--- config.mk ---
export PLATFORM = sky130hd
export DESIGN_NAME = soc_chip_top_flat
export DESIGN_NICKNAME = d
export VERILOG_FILES = /design/src/rtl/soc_chip_top_if.sv /design/src/rtl/soc_chip_top.sv /design/src/flat_wrapper.sv
export SDC_FILE = /design/constraint.sdc
export NUM_CORES = 1
export LEC_CHECK = 0
export BUFFER_PORTS_ARGS = -buffer_cell sky130_fd_sc_hd__buf_2
export CAP_MARGIN = 20
export CORE_MARGIN = 2
export CORE_UTILIZATION = 55
export CTS_CLUSTER_SIZE = 14
export DETAILED_ROUTE_END_ITERATION = 6
export GPL_TIMING_DRIVEN = 1
export HOLD_SLACK_MARGIN = 0.03
export PLACE_DENSITY = 0.85
export REMOVE_ABC_BUFFERS = 1
export SLEW_MARGIN = 5
export SYNTH_ARGS = -nofsm -noshare
export SYNTH_HDL_FRONTEND = slang
export SYNTH_HIERARCHICAL = 1
export SYNTH_SLANG_ARGS = --single-unit
--- constraint.sdc ---
create_clock -name clk_p -period 3.3 [get_ports clk_p]
set_input_delay 0.165 -clock clk_p [delete_from_list [all_inputs] [get_ports clk_p]]
set_output_delay 0.165 -clock clk_p [all_outputs]
set_load 0.1 [all_outputs]
--- src/rtl/soc_chip_top_if.sv ---
// Board-facing serial pins of the bring-up chip: host UART, trace UART and SPI.
`timescale 1ns/1ps
interface soc_chip_top_if;
   logic rxd;
   logic txd;
   logic trace_rxd;
   logic trace_txd;
   logic spi_cs;
   logic spi_sclk;
   logic spi_mosi;
   logic spi_miso;

   // Chip side
   modport slave (
      input  rxd, trace_rxd, spi_miso,
      output txd, trace_txd, spi_cs, spi_sclk, spi_mosi
   );

   // Board / host side
   modport master (
      output rxd, trace_rxd, spi_miso,
      input  txd, trace_txd, spi_cs, spi_sclk, spi_mosi
   );
endinterface

--- src/rtl/soc_chip_top.sv ---
// Bring-up chip top: reset synchroniser, host UART echo, one SPI transfer per
// accepted byte, MISO byte and a boot byte reported on the trace UART.
`timescale 1ns/1ps
module soc_chip_uart_tx #(
   parameter int unsigned CLKS_PER_BIT = 1736
) (
   input  logic       clk,
   input  logic       rst_n,
   input  logic       req,
   input  logic [7:0] data,
   output logic       txd,
   output logic       busy
);
   localparam int unsigned CW = $clog2(CLKS_PER_BIT + 1);

   typedef enum logic [1:0] {TX_IDLE, TX_START, TX_DATA, TX_STOP} tx_state_e;

   tx_state_e     state_q, state_d;
   logic [CW-1:0] cnt_q, cnt_d;
   logic [2:0]    idx_q, idx_d;
   logic [7:0]    sh_q, sh_d;
   logic          txd_q, txd_d;

   // 8N1 frame sequencer; txd is registered so the start bit follows req by one cycle
   always_comb begin
      state_d = state_q;
      cnt_d   = cnt_q;
      idx_d   = idx_q;
      sh_d    = sh_q;
      txd_d   = txd_q;
      case (state_q)
         TX_IDLE: begin
            if (req) begin
               state_d = TX_START;
               cnt_d   = CW'(CLKS_PER_BIT - 1);
               sh_d    = data;
               txd_d   = 1'b0;
            end
         end
         TX_START, TX_DATA: begin
            if (cnt_q == '0) begin
               cnt_d = CW'(CLKS_PER_BIT - 1);
               if (state_q == TX_DATA && idx_q == 3'd7) begin
                  state_d = TX_STOP;
                  txd_d   = 1'b1;
               end else begin
                  idx_d   = (state_q == TX_START) ? 3'd0 : idx_q + 3'd1;
                  state_d = TX_DATA;
                  txd_d   = sh_q[0];
                  sh_d    = {1'b0, sh_q[7:1]};
               end
            end else begin
               cnt_d = cnt_q - 1'b1;
            end
         end
         TX_STOP: begin
            if (cnt_q == '0) state_d = TX_IDLE;
            else             cnt_d   = cnt_q - 1'b1;
         end
         default: state_d = TX_IDLE;
      endcase
   end

   // Transmitter state registers
   always_ff @(posedge clk or negedge rst_n) begin
      if (!rst_n) begin
         state_q <= TX_IDLE;
         cnt_q   <= '0;
         idx_q   <= '0;
         sh_q    <= '0;
         txd_q   <= 1'b1;
      end else begin
         state_q <= state_d;
         cnt_q   <= cnt_d;
         idx_q   <= idx_d;
         sh_q    <= sh_d;
         txd_q   <= txd_d;
      end
   end

   assign txd  = txd_q;
   assign busy = (state_q != TX_IDLE);
endmodule

module soc_chip_top #(
   parameter int unsigned CLKS_PER_BIT = 1736,
   parameter int unsigned SPI_HALF     = 4,
   parameter logic [7:0]  BOOT_BYTE    = 8'hA5
) (
   input logic           clk_p,
   input logic           clk_n,
   input logic           rst_top,
   soc_chip_top_if.slave io
);
   localparam int unsigned CW  = $clog2(CLKS_PER_BIT + 1);
   localparam int unsigned SCW = $clog2(SPI_HALF + 1);

   typedef enum logic [2:0] {RX_IDLE, RX_START, RX_DATA, RX_STOP, RX_WAIT} rx_state_e;
   typedef enum logic [2:0] {SPI_IDLE, SPI_ASSERT, SPI_HIGH, SPI_LOW, SPI_DEASSERT} spi_state_e;

   logic [1:0] rst_sync_q, rst_sync_d;
   logic       rst_n;
   logic [1:0] rxd_sync_q, rxd_sync_d;
   logic       rx;

   rx_state_e     rx_state_q, rx_state_d;
   logic [CW-1:0] rx_cnt_q, rx_cnt_d;
   logic [2:0]    rx_idx_q, rx_idx_d;
   logic [7:0]    rx_sh_q, rx_sh_d;

   spi_state_e     spi_state_q, spi_state_d;
   logic [SCW-1:0] spi_cnt_q, spi_cnt_d;
   logic [2:0]     spi_bit_q, spi_bit_d;
   logic [7:0]     mosi_sh_q, mosi_sh_d;
   logic [7:0]     miso_sh_q, miso_sh_d;
   logic           cs_q, cs_d, sclk_q, sclk_d, mosi_q, mosi_d;

   logic boot_pend_q, boot_pend_d;
   logic rx_ok, accept, spi_busy, spi_done;
   logic tx_busy, tx_txd, trace_busy, trace_txd, trace_req;
   logic [7:0] trace_data;
   logic unused_inputs;

   assign unused_inputs = clk_n ^ io.trace_rxd;

   // Release of the board reset is synchronised; assertion stays asynchronous
   always_comb rst_sync_d = {rst_sync_q[0], 1'b1};

   // Reset synchroniser flops
   always_ff @(posedge clk_p or negedge rst_top) begin
      if (!rst_top) rst_sync_q <= '0;
      else          rst_sync_q <= rst_sync_d;
   end

   assign rst_n = rst_sync_q[1];

   // Host RX line synchroniser input
   always_comb rxd_sync_d = {rxd_sync_q[0], io.rxd};

   // Host RX line synchroniser flops (idle high)
   always_ff @(posedge clk_p or negedge rst_n) begin
      if (!rst_n) rxd_sync_q <= '1;
      else        rxd_sync_q <= rxd_sync_d;
   end

   assign rx = rxd_sync_q[1];

   // UART receiver: mid-bit sampling, glitch reject on start, stall on framing error
   always_comb begin
      rx_state_d = rx_state_q;
      rx_cnt_d   = rx_cnt_q;
      rx_idx_d   = rx_idx_q;
      rx_sh_d    = rx_sh_q;
      case (rx_state_q)
         RX_IDLE: begin
            if (!rx) begin
               rx_state_d = RX_START;
               rx_cnt_d   = CW'(CLKS_PER_BIT / 2 - 1);
            end
         end
         RX_START: begin
            if (rx_cnt_q == '0) begin
               if (rx) begin
                  rx_state_d = RX_IDLE;
               end else begin
                  rx_state_d = RX_DATA;
                  rx_cnt_d   = CW'(CLKS_PER_BIT - 1);
                  rx_idx_d   = '0;
               end
            end else begin
               rx_cnt_d = rx_cnt_q - 1'b1;
            end
         end
         RX_DATA: begin
            if (rx_cnt_q == '0) begin
               rx_sh_d  = {rx, rx_sh_q[7:1]};
               rx_cnt_d = CW'(CLKS_PER_BIT - 1);
               if (rx_idx_q == 3'd7) rx_state_d = RX_STOP;
               else                  rx_idx_d   = rx_idx_q + 3'd1;
            end else begin
               rx_cnt_d = rx_cnt_q - 1'b1;
            end
         end
         RX_STOP: begin
            if (rx_cnt_q == '0) rx_state_d = rx ? RX_IDLE : RX_WAIT;
            else                rx_cnt_d   = rx_cnt_q - 1'b1;
         end
         RX_WAIT: begin
            if (rx) rx_state_d = RX_IDLE;
         end
         default: rx_state_d = RX_IDLE;
      endcase
   end

   // Receiver state registers
   always_ff @(posedge clk_p or negedge rst_n) begin
      if (!rst_n) begin
         rx_state_q <= RX_IDLE;
         rx_cnt_q   <= '0;
         rx_idx_q   <= '0;
         rx_sh_q    <= '0;
      end else begin
         rx_state_q <= rx_state_d;
         rx_cnt_q   <= rx_cnt_d;
         rx_idx_q   <= rx_idx_d;
         rx_sh_q    <= rx_sh_d;
      end
   end

   // A good stop bit yields a byte; it is kept only if every consumer is free
   assign rx_ok    = (rx_state_q == RX_STOP) && (rx_cnt_q == '0) && rx;
   assign spi_busy = (spi_state_q != SPI_IDLE);
   assign spi_done = (spi_state_q == SPI_DEASSERT) && (spi_cnt_q == '0);
   assign accept   = rx_ok && !tx_busy && !spi_busy && !trace_busy && !boot_pend_q;

   // SPI mode-0 master: MISO captured on the same clk_p edge that raises SCLK
   always_comb begin
      spi_state_d = spi_state_q;
      spi_cnt_d   = spi_cnt_q;
      spi_bit_d   = spi_bit_q;
      mosi_sh_d   = mosi_sh_q;
      miso_sh_d   = miso_sh_q;
      cs_d        = cs_q;
      sclk_d      = sclk_q;
      mosi_d      = mosi_q;
      case (spi_state_q)
         SPI_IDLE: begin
            if (accept) begin
               spi_state_d = SPI_ASSERT;
               spi_cnt_d   = SCW'(SPI_HALF - 1);
               spi_bit_d   = '0;
               cs_d        = 1'b0;
               mosi_d      = rx_sh_q[7];
               mosi_sh_d   = {rx_sh_q[6:0], 1'b0};
            end
         end
         SPI_ASSERT, SPI_LOW: begin
            if (spi_cnt_q == '0) begin
               spi_state_d = SPI_HIGH;
               spi_cnt_d   = SCW'(SPI_HALF - 1);
               sclk_d      = 1'b1;
               miso_sh_d   = {miso_sh_q[6:0], io.spi_miso};
            end else begin
               spi_cnt_d = spi_cnt_q - 1'b1;
            end
         end
         SPI_HIGH: begin
            if (spi_cnt_q == '0) begin
               spi_cnt_d = SCW'(SPI_HALF - 1);
               sclk_d    = 1'b0;
               if (spi_bit_q == 3'd7) begin
                  spi_state_d = SPI_DEASSERT;
               end else begin
                  spi_state_d = SPI_LOW;
                  spi_bit_d   = spi_bit_q + 3'd1;
                  mosi_d      = mosi_sh_q[7];
                  mosi_sh_d   = {mosi_sh_q[6:0], 1'b0};
               end
            end else begin
               spi_cnt_d = spi_cnt_q - 1'b1;
            end
         end
         SPI_DEASSERT: begin
            if (spi_cnt_q == '0) begin
               spi_state_d = SPI_IDLE;
               cs_d        = 1'b1;
               mosi_d      = 1'b0;
            end else begin
               spi_cnt_d = spi_cnt_q - 1'b1;
            end
         end
         default: spi_state_d = SPI_IDLE;
      endcase
   end

   // SPI state and pin registers
   always_ff @(posedge clk_p or negedge rst_n) begin
      if (!rst_n) begin
         spi_state_q <= SPI_IDLE;
         spi_cnt_q   <= '0;
         spi_bit_q   <= '0;
         mosi_sh_q   <= '0;
         miso_sh_q   <= '0;
         cs_q        <= 1'b1;
         sclk_q      <= 1'b0;
         mosi_q      <= 1'b0;
      end else begin
         spi_state_q <= spi_state_d;
         spi_cnt_q   <= spi_cnt_d;
         spi_bit_q   <= spi_bit_d;
         mosi_sh_q   <= mosi_sh_d;
         miso_sh_q   <= miso_sh_d;
         cs_q        <= cs_d;
         sclk_q      <= sclk_d;
         mosi_q      <= mosi_d;
      end
   end

   // Boot byte goes first; the flag drops once the trace transmitter takes it
   always_comb begin
      boot_pend_d = boot_pend_q && trace_busy;
      trace_req   = (boot_pend_q && !trace_busy) || spi_done;
      trace_data  = boot_pend_q ? BOOT_BYTE : miso_sh_q;
   end

   // Boot-pending flag, set by every reset
   always_ff @(posedge clk_p or negedge rst_n) begin
      if (!rst_n) boot_pend_q <= 1'b1;
      else        boot_pend_q <= boot_pend_d;
   end

   soc_chip_uart_tx #(.CLKS_PER_BIT(CLKS_PER_BIT)) u_host_tx (
      .clk   (clk_p),
      .rst_n (rst_n),
      .req   (accept),
      .data  (rx_sh_q),
      .txd   (tx_txd),
      .busy  (tx_busy)
   );

   soc_chip_uart_tx #(.CLKS_PER_BIT(CLKS_PER_BIT)) u_trace_tx (
      .clk   (clk_p),
      .rst_n (rst_n),
      .req   (trace_req),
      .data  (trace_data),
      .txd   (trace_txd),
      .busy  (trace_busy)
   );

   assign io.txd       = tx_txd;
   assign io.trace_txd = trace_txd;
   assign io.spi_cs    = cs_q;
   assign io.spi_sclk  = sclk_q;
   assign io.spi_mosi  = mosi_q;
endmodule

--- src/flat_wrapper.sv ---
// flat-port wrapper written by rule: the top's interface ports become plain ports
module soc_chip_top_flat 
#(
   parameter int unsigned CLKS_PER_BIT = 1736,
   parameter int unsigned SPI_HALF     = 4,
   parameter logic [7:0]  BOOT_BYTE    = 8'hA5
)
  (clk_p, clk_n, rst_top, io_rxd, io_trace_rxd, io_spi_miso, io_txd, io_trace_txd, io_spi_cs, io_spi_sclk, io_spi_mosi);
  soc_chip_top_if io_i ();
  input logic clk_p;
  input logic clk_n;
  input logic rst_top;
  input wire logic [$bits(io_i.rxd)-1:0] io_rxd;
  input wire logic [$bits(io_i.trace_rxd)-1:0] io_trace_rxd;
  input wire logic [$bits(io_i.spi_miso)-1:0] io_spi_miso;
  output wire logic [$bits(io_i.txd)-1:0] io_txd;
  output wire logic [$bits(io_i.trace_txd)-1:0] io_trace_txd;
  output wire logic [$bits(io_i.spi_cs)-1:0] io_spi_cs;
  output wire logic [$bits(io_i.spi_sclk)-1:0] io_spi_sclk;
  output wire logic [$bits(io_i.spi_mosi)-1:0] io_spi_mosi;
  assign io_i.rxd = io_rxd;
  assign io_i.trace_rxd = io_trace_rxd;
  assign io_i.spi_miso = io_spi_miso;
  assign io_txd = io_i.txd;
  assign io_trace_txd = io_i.trace_txd;
  assign io_spi_cs = io_i.spi_cs;
  assign io_spi_sclk = io_i.spi_sclk;
  assign io_spi_mosi = io_i.spi_mosi;
  soc_chip_top #(.CLKS_PER_BIT(CLKS_PER_BIT), .SPI_HALF(SPI_HALF), .BOOT_BYTE(BOOT_BYTE)) u_core (.clk_p(clk_p), .clk_n(clk_n), .rst_top(rst_top), .io(io_i));
endmodule
==> results of run 1 <==
[stage by stage]
stage	power [W]	util [%]	instance area, um^2	worst slack [ns]
finish	0.004104	60.36	6544	0.2101
global route	0.004393	60.36	6544	0.008592
CTS	0.004121	60.36	6544	0.2103
detailed placement	0.003262	58.16	6305	0.2311
global placement	0.003157	58.16	6305	0.3547
floorplan	0.002842	-	5968	0.1091
[sequential cells by signal, summed over array words and instances (netlist names), 7 cells and up]
| register | count |
|---|---|
| u_core/rx_cnt_q | 11 |
| u_core/u_host_tx/cnt_q | 11 |
| u_core/u_trace_tx/cnt_q | 11 |
| u_core/miso_sh_q | 8 |
| u_core/rx_sh_q | 8 |
| u_core/u_host_tx/sh_q | 8 |
| u_core/u_trace_tx/sh_q | 8 |
| u_core/mosi_sh_q | 7 |
[worst reg2reg max path, delay by kind of cell (launching register included)]
family | cells | cell delay [ns]
compound gates | 2 | 0.49
fa+ha+maj | 1 | 0.23
simple gates | 5 | 1.65
buf+inv | 2 | 0.24
flops | 1 | 0.43
[path summary, 6_finish.rpt]
| path | from | to | slack (ns) | depth (start not counted) |
|---|---|---|---|---|
| setup / recovery | u_core/u_trace_tx/state_q[0] | u_core/u_host_tx/cnt_q[5] | 0.21 | 10 |
| hold / removal | rst_top | u_core/rst_sync_q[1] | 0.08 | 2 |
| setup reg to reg | u_core/u_trace_tx/state_q[0] | u_core/u_host_tx/cnt_q[5] | 0.21 | 10 |
| hold reg to reg | u_core/rst_sync_q[1] | u_core/rx_sh_q[6] | 0.36 | 0 |
| max in group asynchronous | u_core/rst_sync_q[1] | u_core/boot_pend_q | 2.16 | 1 |
| min in group clk_p | u_core/rxd_sync_q[0] | u_core/rxd_sync_q[1] | 0.36 | 0 |
[report_power, final]
part           switching (W)  internal, W
sequential          0.000252      0.00152
clock               0.000463     0.000384
combinational       0.000863     0.000623
total                0.00158      0.00253
[final cells by class]
type	count	area, um^2
Tap cell	140	175.2
Clock buffer	11	141.4
Sequential cell	107	2689
Fill cell	876	4297
Multi-Input combinational cell	452	3193
Timing Repair Buffer	25	187.7
Inverter	24	90.09
Clock inverter	5	67.56
[Yosys cell counts, drive strengths merged, types with 7 or more instances]
| library cell | count | area (um^2) |
|---|---|---|
| ha | 26 | 325.3 |
| nor4 | 9 | 77.57 |
| or2 | 7 | 43.80 |
| nor2 | 46 | 175.2 |
| clkbuf | 21 | 78.83 |
| a31oi | 15 | 93.84 |
| nor2b | 13 | 81.33 |
| a211oi | 7 | 57.55 |
| nand3 | 19 | 95.09 |
| o211ai | 8 | 85.08 |
| buf | 9 | 67.55 |
| nand2 | 52 | 205.2 |
| mux2i | 7 | 70.07 |
| dfrtp | 101 | 2527 |
| a21oi | 34 | 173.9 |
| mux2 | 35 | 394.1 |
| nor3 | 22 | 141.4 |
| o21ai | 33 | 165.2 |
| nand2b | 11 | 68.82 |
| inv | 24 | 90.09 |
[kinds of logic after synthesis]
| logic type | Yosys count | synth area share, % |
|---|---|---|
| adders and majority gates | 26 | 5.320 |
| other | 1 | 0.06133 |
| DFF | 107 | 43.91 |
| buffers and inverters | 54 | 3.867 |
| AOI/OAI and AO/OA | 165 | 19.40 |
| and+or+nand+nor | 216 | 19.56 |
| muxes | 42 | 7.592 |
| xor gates and xnor gates | 2 | 0.2865 |
[cells in the final DEF (no fill, tap or decap), drive strengths merged, types with 19 or more instances in the layout]
master | synthesis | final
inv | 24 | 27
mux2 | 35 | 35
o21ai | 33 | 33
nor3 | 22 | 22
dfrtp | 101 | 101
nand3 | 19 | 19
a21oi | 34 | 34
buf | 9 | 22
ha | 26 | 26
nand2 | 52 | 52
nor2 | 46 | 46
[routing by layer]
metal / wire length, um / vias to the layer above
li1: - / 2263
met3: 486 / 18
met2: 6206 / 130
met1: 5506 / 2354
met4: 210 / 0
met5: 0 / -
[timing repair]
item,CTS,global route
gates resized for setup,0,0
hold endpoints to repair,4,0
endpoints found under the setup margin,0,0
hold buffers,3,0
==> results.cfg, run 1 <==
[setup_path]
critical_path.max_fanout = 9
critPathMostFrequentCell = inv_1
critPathKind = flip-flop to flip-flop
timing.critical_path.arrival_ns = 3.40
endpoint_kind = flip-flop
crit_path_cell_trace = inv_1, ha_1, inv_1, or4b_2, nor3_2, and3_1, nor2b_1, a41o_1, or4_1, a21oi_1
cpLargestDelayFamily = simple AND/OR/NAND/NOR gates
startpoint_type = flip-flop
slowest_stage = or4b_2
timing.critical_path.slowest_cell_delay_ns = 0.63
required_time_of_the_critical_path_ns = 3.61
cp.buffers_inverters = 2

[clock_tree]
clkTransAtPathRegs_ns = 0.10
clock_tree_from_tritoncts = built
worst_skew_pair.late_latency_ns = 0.38
cts_setup_buffers = 0
htreeDepth = 3
ctsRootBufferMaster = clkbuf_8
cts_made_buffers = 9
cts-root-to-sink-buffers = 2
numClockSinks = 107

[power]
total_leakage_power_nw = 2.952
vdd_drop_max_mv = 0.4131
power.density_nw_per_um2 = 627.2

[timing]
worst-slew-pin-transition_ns = 0.8830
final-hold-violation-count = 0
setup_repair_after_global_routing_missed_its_margin = no
fin_skew_ns = 0.01382
final_max_slew_viol_count = 0
final.hold.worst_slack_ns = 0.07946
min_period_over_period_pct = 93.63
achievable-frequency_ghz = 0.3236
period_needed_ns = 3.090
setup_viol_count_final = 0
tns_ns = 0
slew_headroom_pct = 40.81

[synth]
combined_area_of_all_synthesized_cells_um2 = 6115
sequential_share_of_the_synthesized_area_pct = 43.91
synth_edf_count = 0
synth_seq_cells = 107
async_flop_share_pct = 100.0
synthesis.area_per_instance_um2 = 9.975
yosysUniqueCellTypes = 84
synth_flop_cell = dfrtp_1
yosysWarningCount = 6
post_synth_inst_count = 613

[placement]
portBuffers = 8
post-place-cells = 745
placed_wire_length_estimate_after_detailed_placement_um = 8677
routabilityCongestion = 0.9040

[grt]
grtUsageMet2_pct = 37.83
met3_track_demand_over_resource_pct = 4.327
globalRoute.busiestLayer = met2
globalRouteTotalUtil_pct = 22.46
grt_use_met1_pct = 28.57
vias_in_the_first_global_route = 4737
wire_length_of_the_first_global_routing_pass_um = 21560
antenna_found_initial = 0
globalRoute.totalOverflow = 0
grt_max_degree = 55

[finish]
antenna_cells = 0
area.growth.synth_to_final_pct = 7.019
stdcell_count = 764
post_route_cells_drive_above_1_share_pct = 18.43
post_layout_net_count = 651

[detailed_routing]
drt-wirelength-per-cell_um = 16.24
postRouteAntennaNets = 0
routed_wirelength_um = 12410
vias_per_cell = 6.237
detailedRoute.firstIterationViolations = 266
route.vias.total = 4765
detail_route.first_pass.iterations = 5
drc = 0

[floorplanning]
initial_utilization_pct = 56.41
floorplan.io_pins = 11
core_region_area_um2 = 10840
floorplan.die_area_um2 = 11980
num_rows = 38
chipWidth_um = 109.4
die_y_um = 109.4

[status]
status = finished clean

[flow_run]
drv_cap = 0

[min_path]
holdCritPathClass = primary input to asynchronous set/reset pin
No activity file was read; power rests on OpenSTA's default activity.
==> inputs of run 2 (changes only) <==
--- a/config.mk
+++ b/config.mk
@@ -7,6 +7,7 @@
 export LEC_CHECK = 0
 export BUFFER_PORTS_ARGS = -buffer_cell sky130_fd_sc_hd__buf_2
 export CAP_MARGIN = 20
+export CORE_ASPECT_RATIO = 1.4
 export CORE_MARGIN = 2
 export CORE_UTILIZATION = 55
 export CTS_CLUSTER_SIZE = 14
@@ -14,6 +15,7 @@
 export GPL_TIMING_DRIVEN = 1
 export HOLD_SLACK_MARGIN = 0.03
 export PLACE_DENSITY = 0.85
+export RECOVER_POWER = 100
 export REMOVE_ABC_BUFFERS = 1
 export SLEW_MARGIN = 5
 export SYNTH_ARGS = -nofsm -noshare
==> run 2 against run 1 <==
Compared with the run above:
- the run now ends with max-capacitance violations, max-slew violations left
- non-clock buffer count stayed put
- largest power group unchanged
- flip-flop and latch count did not move
- power is 3.7% higher
- sequential power hardly changed
- critical endpoint is now u_core/u_host_tx/cnt_q[8]
- global-route usage down 0.66 points
- sequential share of layout area up 0.29 points
- final area fell by 0.84%
- worst hold slack lost 0.018 ns
- utilization decreased by 0.65 points
- clock power up 24%
- critical path depth did not move
==> results.cfg, run 2 (synthesized netlist as in run 1, its figures left out) <==
[finish]
final.fill_count = 899
post_route_cells_drive_above_1_share_pct = 14.90
antenna_cells = 0
post_layout_net_count = 651
layout.cells.most_common = dfrtp_1
finalCoreUtilization_pct = 59.71
biggestRegsByFlops = u_core/rx_cnt_q: 11 flops, u_core/u_host_tx/cnt_q: 11 flops, u_core/u_trace_tx/cnt_q: 11 flops
final_cell_mix = dfrtp_1 (101), nand2_1 (52), nor2_1 (46)
area.growth.synth_to_final_pct = 6.118
multi_input_area_um2 = 3097
area.sequential_um2 = 2685

[clock_tree]
clock_tree_from_tritoncts = built
ctsRootBufferMaster = clkbuf_16
clkTransAtPathRegs_ns = 0.07
cts_made_buffers = 9
htreeDepth = 3
worst_skew_pair.late_latency_ns = 0.35
numClockSinks = 107
cts-root-to-sink-buffers = 2

[detailed_routing]
vias_per_cell = 6.241
routed_wirelength_um = 12640
postRouteAntennaNets = 0
route.vias.total = 4774
drc = 0
detailedRoute.firstIterationViolations = 294
drt-wirelength-per-cell_um = 16.52
detail_route.first_pass.iterations = 5

[setup_path]
critPathMostFrequentCell = inv_1
slowest_stage = or4b_2
critical_path.max_fanout = 10
timing.critical_path.slowest_cell_delay_ns = 0.63
endpoint_kind = flip-flop
startpoint_type = flip-flop
timing.critical_path.arrival_ns = 3.34
critPathKind = flip-flop to flip-flop
required_time_of_the_critical_path_ns = 3.57
crit_path_cell_trace = inv_1, ha_1, inv_1, or4b_2, nor3_2, and3_1, nor2b_1, a41o_2, or4_1, a21oi_1
rr_worst_depth = 10
ff2ff_setup_slack_ns = 0.23
crit-reg2reg-launch = u_core/u_trace_tx/state_q[1]
critical_path.reg2reg.endpoint = u_core/u_host_tx/cnt_q[8]

[floorplanning]
core_region_area_um2 = 10870
floorplan.die_area_um2 = 11990
die_y_um = 128.8
chipWidth_um = 93.11
num_rows = 45
initial_utilization_pct = 56.27
floorplan.io_pins = 11

[timing]
achievable-frequency_ghz = 0.3259
tns_ns = 0
fin_skew_ns = 0.01032
final_max_slew_viol_count = 66
final-hold-violation-count = 0
slew_headroom_pct = -72.27
setup_repair_after_global_routing_missed_its_margin = no
min_period_over_period_pct = 92.99
setup_viol_count_final = 0
worst-slew-pin-transition_ns = 2.584
period_needed_ns = 3.069

[placement]
portBuffers = 8
routabilityCongestion = 0.8759
placed_wire_length_estimate_after_detailed_placement_um = 8885

[grt]
globalRouteTotalUtil_pct = 21.80
antenna_found_initial = 0
vias_in_the_first_global_route = 4707
globalRoute.totalOverflow = 0
grt_max_degree = 66
wire_length_of_the_first_global_routing_pass_um = 21250

[min_path]
min-delay-start = io_spi_miso
holdPathStages = 2
holdCritPathClass = primary input to flip-flop
min_to = u_core/miso_sh_q[0]

[flow_run]
drv_cap = 1

[status]
status = complete, but fails checks
violations = max-capacitance violations, max-slew violations

[power]
total_leakage_power_nw = 2.886
power.density_nw_per_um2 = 656.0
vdd_drop_max_mv = 0.3680
-- run 2: cell count changes in the layout (fill, tap and decap cells not counted), sizes merged --
cell | previous run | this run
clkinv | 1 | 4
dlygate4sd3 | 3 | 2
bufinv | 1 | 0
clkbuf | 11 | 20
buf | 22 | 12
-- run 2: worst max-delay path, delay by kind of cell (launching register included) --
family	cells	cell delay, ns
buffers and inverters	2	0.24
flip-flops	1	0.43
AND/OR/NAND/NOR	5	1.64
AO/OA/AOI/OAI	2	0.48
adder cells (fa/ha/maj)	1	0.22
-- run 2: repair_timing --
action / 4_1_cts / 5_1_grt
gates resized for setup: 0 / 1
setup endpoints to repair: 0 / 1
hold buffers: 2 / 0
buffers inserted: 0 / 0
endpoints found under the hold margin: 3 / 0
-- run 2: per-layer routing --
| layer | share of wire [%] | vias up | GRT usage (%) |
|---|---|---|---|
| met3 | 2.6 | 22 | 3.162 |
| met4 | 1.9 | 0 | 9.170 |
| met1 | 41 | 2380 | 25.30 |
| met5 | 0 | - | 0 |
| met2 | 54 | 92 | 39.98 |
| li1 | - | 2280 | - |
-- run 2: final cells by class --
type | instances | area share, %
multi-input combinational | 452 | 47.72
sequential | 107 | 41.38
clock buffer | 9 | 3.471
tap | 141 | 2.719
timing repair buffer | 25 | 2.237
inverter | 24 | 1.388
clock inverter | 7 | 1.080
-- run 2: power breakdown --
part / internal, W / switching [W] / total, W
combinational: 0.000593 / 0.000846 / 0.00144
sequential: 0.00152 / 0.000245 / 0.00176
clock: 0.000534 / 0.000520 / 0.00105
total: 0.00265 / 0.00161 / 0.00426
-- run 2: stage by stage --
| stage | total power [W] | area, um^2 | worst slack [ns] | hold slack [ns] | instances |
|---|---|---|---|---|---|
| 5_1_grt | 0.004515 | 6489 | 0.01646 | 0.05383 | 765 |
| 6_report | 0.004257 | 6489 | 0.2315 | 0.06123 | 765 |
| 2_1_floorplan | 0.002842 | 5968 | 0.1091 | -0.1306 | 583 |
| 3_5_place_dp | 0.003250 | 6301 | 0.2228 | -0.04761 | 747 |
| 4_1_cts | 0.004313 | 6616 | 0.1849 | 0.04690 | 765 |
| 3_3_place_gp | 0.003146 | 6301 | 0.3367 | -0.05132 | 747 |
-- run 2: worst max path at each step --
stage	slack (ns)	end	from
floorplan	0.11	u_core/io.spi_mosi	u_core/rst_sync_q[1]
global placement	0.34	u_core/u_host_tx/cnt_q[5]	u_core/u_host_tx/state_q[0]
detailed placement	0.22	u_core/u_host_tx/cnt_q[5]	u_core/u_host_tx/state_q[0]
CTS	0.18	u_core/u_host_tx/cnt_q[8]	u_core/u_trace_tx/state_q[1]
global route	0.02	u_core/u_host_tx/cnt_q[8]	u_core/u_trace_tx/state_q[1]
finish	0.23	u_core/u_host_tx/cnt_q[8]	u_core/u_trace_tx/state_q[1]
